File: src/rtl/spi_slave.sv
// Byte-oriented SPI responder: oversamples sclk/ss_n/mosi in the clk_i domain,
// shifts MOSI into dout_o and drives din_i out on MISO, MSB first.
//
// state | meaning
// IDLE  | deselected or disarmed; MISO tri-stated, waiting for armed ss_n fall
// XFER  | selected; sampling MOSI and shifting MISO on SCLK edges
module spi_slave #(
  parameter int DATA_WIDTH  = 8,
  parameter int SYNC_STAGES = 2
) (
  input  logic                  clk_i,
  input  logic                  rst_i,
  input  logic                  cpol_i,
  input  logic                  cpha_i,
  input  logic [DATA_WIDTH-1:0] din_i,
  input  logic                  sclk_i,
  input  logic                  ss_n_i,
  input  logic                  mosi_i,
  output logic                  miso_o,
  output logic                  miso_oe_o,
  output logic [DATA_WIDTH-1:0] dout_o,
  output logic                  spi_done_tick_o,
  output logic                  busy_o
);

  localparam int CW = $clog2(DATA_WIDTH) + 1;

  typedef enum logic {IDLE, XFER} state_e;

  state_e                 state_q, state_d;
  logic [SYNC_STAGES-1:0] sclk_sync_q, sclk_sync_d;
  logic [SYNC_STAGES-1:0] ss_sync_q, ss_sync_d;
  logic [SYNC_STAGES-1:0] mosi_sync_q, mosi_sync_d;
  logic [SYNC_STAGES-1:0] fill_q, fill_d;
  logic                   sclk_dly_q, sclk_dly_d;
  logic                   ss_dly_q, ss_dly_d;
  logic                   armed_q, armed_d;
  logic                   cpol_q, cpol_d;
  logic                   cpha_q, cpha_d;
  logic [DATA_WIDTH-1:0]  tx_q, tx_d;
  logic [DATA_WIDTH-2:0]  rx_q, rx_d;
  logic [CW-1:0]          cnt_q, cnt_d;
  logic [DATA_WIDTH-1:0]  dout_q, dout_d;
  logic                   tick_q, tick_d;
  logic                   miso_q, miso_d;

  logic                   sclk_s, ss_s, mosi_s;
  logic                   lead, trail, sample, shift, last;
  logic [DATA_WIDTH-1:0]  rx_shift;

  assign sclk_s   = sclk_sync_q[SYNC_STAGES-1];
  assign ss_s     = ss_sync_q[SYNC_STAGES-1];
  assign mosi_s   = mosi_sync_q[SYNC_STAGES-1];
  assign lead     = (sclk_dly_q == cpol_q) && (sclk_s != cpol_q);
  assign trail    = (sclk_dly_q != cpol_q) && (sclk_s == cpol_q);
  assign sample   = cpha_q ? trail : lead;
  // In mode cpha=0 the trailing edge right after a completed byte must not
  // shift, otherwise the freshly reloaded MSB would be lost.
  assign shift    = cpha_q ? lead : (trail && (cnt_q != '0));
  assign last     = sample && (cnt_q == CW'(DATA_WIDTH - 1));
  assign rx_shift = {rx_q, mosi_s};

  always_comb begin
    state_d     = state_q;
    sclk_sync_d = {sclk_sync_q[SYNC_STAGES-2:0], sclk_i};
    ss_sync_d   = {ss_sync_q[SYNC_STAGES-2:0], ss_n_i};
    mosi_sync_d = {mosi_sync_q[SYNC_STAGES-2:0], mosi_i};
    fill_d      = {fill_q[SYNC_STAGES-2:0], 1'b1};
    sclk_dly_d  = sclk_s;
    ss_dly_d    = ss_s;
    // Arm only on a real sample of ss_n high, not on the reset-filled chain.
    armed_d     = armed_q | (fill_q[SYNC_STAGES-1] & ss_s);
    cpol_d      = cpol_q;
    cpha_d      = cpha_q;
    tx_d        = tx_q;
    rx_d        = rx_q;
    cnt_d       = cnt_q;
    dout_d      = dout_q;
    tick_d      = 1'b0;
    miso_d      = miso_q;

    case (state_q)
      IDLE: begin
        if (armed_q && ss_dly_q && !ss_s) begin
          cpol_d     = cpol_i;
          cpha_d     = cpha_i;
          cnt_d      = '0;
          sclk_dly_d = sclk_s;
          state_d    = XFER;
          if (cpha_i) begin
            tx_d = din_i;
          end else begin
            tx_d   = {din_i[DATA_WIDTH-2:0], 1'b0};
            miso_d = din_i[DATA_WIDTH-1];
          end
        end
      end
      XFER: begin
        if (ss_s) begin
          state_d = IDLE;
          if (last) begin
            dout_d = rx_shift;
            tick_d = 1'b1;
            cnt_d  = '0;
          end
        end else begin
          if (tick_q) begin
            if (cpha_q) begin
              tx_d = din_i;
            end else begin
              tx_d   = {din_i[DATA_WIDTH-2:0], 1'b0};
              miso_d = din_i[DATA_WIDTH-1];
            end
          end else if (shift) begin
            miso_d = tx_q[DATA_WIDTH-1];
            tx_d   = {tx_q[DATA_WIDTH-2:0], 1'b0};
          end
          if (sample) begin
            rx_d = rx_shift[DATA_WIDTH-2:0];
            if (last) begin
              dout_d = rx_shift;
              tick_d = 1'b1;
              cnt_d  = '0;
            end else begin
              cnt_d = cnt_q + CW'(1);
            end
          end
        end
      end
      default: state_d = IDLE;
    endcase
  end

  always_ff @(posedge clk_i) begin
    if (rst_i) begin
      state_q     <= IDLE;
      sclk_sync_q <= '0;
      ss_sync_q   <= '1;
      mosi_sync_q <= '0;
      fill_q      <= '0;
      sclk_dly_q  <= 1'b0;
      ss_dly_q    <= 1'b1;
      armed_q     <= 1'b0;
      cpol_q      <= 1'b0;
      cpha_q      <= 1'b0;
      tx_q        <= '0;
      rx_q        <= '0;
      cnt_q       <= '0;
      dout_q      <= '0;
      tick_q      <= 1'b0;
      miso_q      <= 1'b0;
    end else begin
      state_q     <= state_d;
      sclk_sync_q <= sclk_sync_d;
      ss_sync_q   <= ss_sync_d;
      mosi_sync_q <= mosi_sync_d;
      fill_q      <= fill_d;
      sclk_dly_q  <= sclk_dly_d;
      ss_dly_q    <= ss_dly_d;
      armed_q     <= armed_d;
      cpol_q      <= cpol_d;
      cpha_q      <= cpha_d;
      tx_q        <= tx_d;
      rx_q        <= rx_d;
      cnt_q       <= cnt_d;
      dout_q      <= dout_d;
      tick_q      <= tick_d;
      miso_q      <= miso_d;
    end
  end

  assign miso_o          = miso_q;
  assign miso_oe_o       = (state_q == XFER);
  assign busy_o          = (state_q == XFER);
  assign dout_o          = dout_q;
  assign spi_done_tick_o = tick_q;

endmodule
File: config.mk
export PLATFORM = sky130hd
export DESIGN_NAME = spi_slave
export DESIGN_NICKNAME = d
export VERILOG_FILES = /design/src/rtl/spi_slave.sv
export SDC_FILE = /design/constraint.sdc
export NUM_CORES = 1
export LEC_CHECK = 0
export ABC_AREA = 1
export CAP_MARGIN = 20
export CORE_ASPECT_RATIO = 1.2
export CORE_MARGIN = 2
export CORE_UTILIZATION = 57
export CTS_CLUSTER_DIAMETER = 50
export CTS_CLUSTER_SIZE = 14
export DETAILED_ROUTE_END_ITERATION = 7
export GPL_TIMING_DRIVEN = 0
export PLACE_DENSITY = 0.93
export SETUP_SLACK_MARGIN = 0.5
export SYNTH_ARGS = -nofsm -noshare
export SYNTH_HDL_FRONTEND = slang
export SYNTH_SLANG_ARGS = --single-unit
File: constraint.sdc
create_clock -name clk_i -period 2.7 [get_ports clk_i]
set_input_delay 0.54 -clock clk_i [delete_from_list [all_inputs] [get_ports clk_i]]
set_output_delay 0.54 -clock clk_i [all_outputs]
set_load 0.05 [all_outputs]
Word-level counts from Yosys, hierarchy flattened
Cells that the tools add are included.
{"block": "op_classes", "addsub": 1, "n_bitwise": 4, "n_eq_ne": 12, "mux": 32, "reduce_logical": 16}
{"op": "$mux 8", "count": 9}
{"op": "$mux 4", "count": 5}
{"op": "$pmux 8 s2", "count": 1}
{"op": "$mux 1", "count": 14}
{"op": "$reduce_and 3->1", "count": 3}
{"op": "$pmux 4 s2", "count": 1}
{"op": "$logic_and 1x1->1", "count": 6}
{"op": "$ne 2x2->1 const B", "count": 3}
{"op": "$ne 3x1->1 const B", "count": 2}
{"op": "$reduce_and 5->1", "count": 1}
{"op": "$add 4x1->4 const B", "count": 1}
{"op": "$eq 4x3->1 const B", "count": 1}
{"op": "$pmux 1 s2", "count": 2}
{"op": "$reduce_and 2->1", "count": 2}
{"op": "$reduce_bool 4->1", "count": 1}
{"op": "$ne 3x2->1 const B", "count": 1}
{"op": "$ne 3x3->1 const B", "count": 1}
{"op": "$eq 1x1->1", "count": 2}
{"op": "$ne 1x1->1", "count": 2}
{"op": "$not 1->1", "count": 2}
{"op": "$reduce_bool 2->1", "count": 1}
{"op": "$reduce_or 2->1", "count": 1}
{"op": "$and 1x1->1", "count": 1}
{"op": "$logic_not 1->1", "count": 1}
{"op": "$or 1x1->1", "count": 1}
{"block": "totals", "wordCells": 82, "input_bits": 15, "ff_bits": 43, "out_inout_bits": 12}

Logic depth before layout (Yosys ltp)
{"block": "depth", "word_depth": 8, "mapped_depth": 11, "depth_no_buf": 10}

Worst setup path before layout
OpenSTA, ideal clock, no wires.
{"block": "synth_path", "path_kind": "register -> register", "from": "register state_q, in the netlist busy_o", "to": "register miso_q, in the netlist miso_o", "setup_slack_ns": 1.010, "required_ns": 2.583, "setup_time_ns": 0.117, "path_stages_with_launch": 7, "path_buffers": 1, "arrival_time_ns": 1.574, "synth_period_minus_slack_ns": 1.690, "cell_sequence": "dfxtp_1 inv_2 nor2_8 nand3_4 buf_4 a21oi_1 nor2_1"}
{"block": "synth_between", "elab_chain_len": 3, "elab_cells_between_ends": 8, "classes_between": "eq/ne (5); mux (1); bitwise (1); reduce/logical (1)"}
{"element": "from (decl)", "line_no": "30", "text": "state_e state_q, state_d;"}
{"element": "from (signal assigned)", "line_no": "153", "text": "state_q <= state_d;"}
{"element": "$not 1->1"}
{"element": "$ne 2x2->1 (no line)"}
{"element": "$reduce_and 5->1 (no line)"}
{"element": "to (signal assigned)", "line_no": "168", "text": "miso_q <= miso_d;"}
{"element": "to (decl)", "line_no": "45", "text": "logic miso_q, miso_d;"}
Several ways; a longest one is shown, not always the timed one.
A chain may end at the register's enable or synchronous reset.

Worst setup path in the final report
{"block": "layout_path", "from": "register dout_q[3], in the netlist dout_o[3]", "to": "output dout_o[3]"}
{"element": "from (decl)", "line_no": "43", "text": "logic [DATA_WIDTH-1:0] dout_q, dout_d;"}
{"element": "from (signal assigned)", "line_no": "166", "text": "dout_q <= dout_d;"}
{"element": "to (decl)", "line_no": "21", "text": "output logic [DATA_WIDTH-1:0] dout_o,"}
No word-level cell between the ends.

==> flow_metrics.env <==
export IMPL_area_growth_pct=23.2
export IMPL_start_util=0.582
export IMPL_clk_latency_ns=0.31
export IMPL_synthCells=263
export IMPL_yosys_warnings=0
export IMPL_max_stage_delay_ns=0.81
export IMPL_portBuffers=26
export IMPL_grt_antenna_before_repair=0
export IMPL_max_freq_mhz=498
export IMPL_synth_cell_types=27
export IMPL_power_leakage_nw=0.948
export IMPL_path_clk_slew_ns=0.09
export IMPL_cpLargestDelayFamily="buffers and inverters"
export IMPL_timing_hold_ws_ns=0.403
export IMPL_yosysSeqAreaShare=0.451
export IMPL_syn_nets=280
export IMPL_grt_overflow_total=0
export IMPL_worstSetupPathType="flop to output pin"
export IMPL_status="completed"
export IMPL_critPathRequiredTime_ns=2.16
export IMPL_synth_area_mm2=0.00191
export IMPL_h_tree_depth=2
export IMPL_drc=0
export IMPL_dieArea_mm2=0.00383
export IMPL_cap_violations=0
export IMPL_cts_hold_buf=0
export IMPL_path_max_fanout=2
export IMPL_synth_top_area_frac=0.451
export IMPL_die_y_um=67.4
export IMPL_routed_wl_mm=4.06
export IMPL_fin_crit_sh=0.743
export IMPL_postCtsSetupBuffers=0
export IMPL_clock_sinks=43
export IMPL_synth_area_top_cells="dfxtp_1 (45%), nand2_1 (14%), nor2_1 (8.3%), a21oi_1 (6.0%), nand3_1 (4.7%)"
export IMPL_via_per_inst=5.35
export IMPL_num_rows=23
export IMPL_crit_slowest_cell="clkdlybuf4s50_1"
export IMPL_synth_avg_cell_area_um2=7.26
export IMPL_critPathBufInv=1
export IMPL_core_region_area_mm2=0.00328
export IMPL_hold_violations=0
export IMPL_setup_viol=0
export IMPL_ys_seq_elements=43
export IMPL_drt_iter0_markers=80
export IMPL_dr_pass1_iters=4
export IMPL_fin_nets=313
export IMPL_dp_hpwl_mm=2.94
export IMPL_worst_pin_slew_ns=0.516
export IMPL_yosys_area_top_type="dfxtp_1"
export IMPL_setup_tns_ns=0
export IMPL_n_antenna_cell=0
export IMPL_slew_headroom=0.655
export IMPL_grt_pass1_wl_mm=7.14
export IMPL_cts_buffers=5
export IMPL_cts_tree="built"
export IMPL_hold_class="flop to flop"
export IMPL_finalCriticalPeriod_ns=2.01
export IMPL_vias=1786
export IMPL_io_pins=27
export IMPL_cts_resized=2
export IMPL_rsz0062_at_grt="false"
export IMPL_synthFlopType="dfxtp_1"
export IMPL_grt_pass1_vias=1740
export IMPL_grt_max_degree=15
export IMPL_ant_nets=0
export IMPL_worst_ep_arrival_time_ns=1.47
export IMPL_power_density_mw_per_mm2=571
export IMPL_gp_congestion=0.847
export IMPL_die_w_um=56.8
export IMPL_fin_cells=334
export IMPL_async_reset_ff_frac=0
export IMPL_synth_edf_count=0
export IMPL_slew_violations=0
export IMPL_startpoint_type="flop"
export IMPL_clock_path_buffers=2
export IMPL_dp_cells=326
export IMPL_path_cells="clkdlybuf4s50_1"
export IMPL_drive_above_1_share=0.0875
export IMPL_cts_root_buf="clkbuf_8"
export IMPL_cp_end_kind="output pin"
export IMPL_skew_ns=0.00997
export IMPL_ir_worst_vdd_uv=918
export IMPL_grt_util_all_layers=0.239
export IMPL_post_drt_wl_per_cell_um=12.2
cell families (layout without fill, tap and decap cells):
group | Yosys count | after routing | share of synthesized area
simple gates | 154 | 154 | 0.365
flops | 43 | 43 | 0.451
compound gates | 35 | 35 | 0.0977
buf+inv | 28 | 62 | 0.0682
fa+ha+maj | 2 | 2 | 0.0131
mux | 1 | 1 | 0.00525
path summary, 6_finish.rpt:
kind                             startpoint                         to  slack [ns]  cells after the start
setup / recovery     dout_o[3]$_SDFFE_PP0P_                  dout_o[3]        0.69                      1
hold / removal    sclk_sync_q[0]$_SDFF_PP0_  sclk_sync_q[1]$_SDFF_PP0_        0.40                      2
setup reg to reg      cnt_q[0]$_SDFFE_PP0P_       tx_q[0]$_SDFFE_PP0P_        1.10                      9
hold reg to reg   sclk_sync_q[0]$_SDFF_PP0_  sclk_sync_q[1]$_SDFF_PP0_        0.40                      2
synthesized netlist by cell type (2+ instances only):
master     n
inv_1     15
nor2_1    42
inv_2      3
dfxtp_1   43
buf_4      2
buf_2      2
nand3_1   18
nand4_1    8
or2_2      3
o21ai_0   10
and3_1     7
a21oi_1   23
nand2_1   69
ha_1       2
clkbuf_1   3
buf_6      2
registers in the layout (all words and copies together) (netlist names):
name	count
dout_o	8
tx_q	8
rx_q	7
cnt_q	4
fill_q	2
mosi_sync_q	2
sclk_sync_q	2
ss_sync_q	2
armed_q	1
busy_o	1
cpha_q	1
cpol_q	1
miso_o	1
sclk_dly_q	1
spi_done_tick_o	1
ss_dly_q	1
cells in the final DEF, fill, tap and decap left out, types with 3 or more instances in the layout:
cell	instances
clkdlybuf4s50_1	23
a21oi_1	23
and3_1	7
clkbuf_8	5
inv_1	15
o21ai_0	10
inv_2	3
or2_2	3
nand4_1	8
nand2_1	69
clkbuf_1	3
nand3_1	18
nor2_1	42
dfxtp_1	43
layer usage:
layer / GRT usage / share of wire / wire length [um]
met5: 0 / 0 / 0
met4: 0.0988 / 0.014 / 55
met3: 0.0575 / 0.057 / 230
met2: 0.462 / 0.51 / 2070
met1: 0.245 / 0.42 / 1710
power breakdown:
group	internal [mW]	total (mW)	switching, mW
clock network	0.369	0.595	0.226
registers	0.646	0.653	0.00722
logic	0.0449	0.0951	0.0502
area by class of cell:
type	count	area [um2]
multi-input combinational	192	917
fill	271	930
inverter	19	71.3
buffer	9	58.8
clock inverter	3	67.6
timing repair buffer	26	260
tap	37	46.3
sequential	43	861
clock buffer	5	68.8
metrics by stage:
stage	setup WS, ns	area [um2]	power, mW	util
finish	0.693	2350	1.34	0.717
CTS	0.505	2350	1.35	0.716
detailed placement	0.748	2210	0.762	0.675
global placement	0.749	2210	0.759	0.675
floorplan	1.01	1910	0.724	-
global route	0.646	2350	1.39	0.717
worst min-delay path: stages, from the launching register on:
cell and delay [ns]:
dfxtp_1 0.30, inv_1 0.04, nor2_1 0.03
Note: power is estimated with default switching activity, not from simulation.
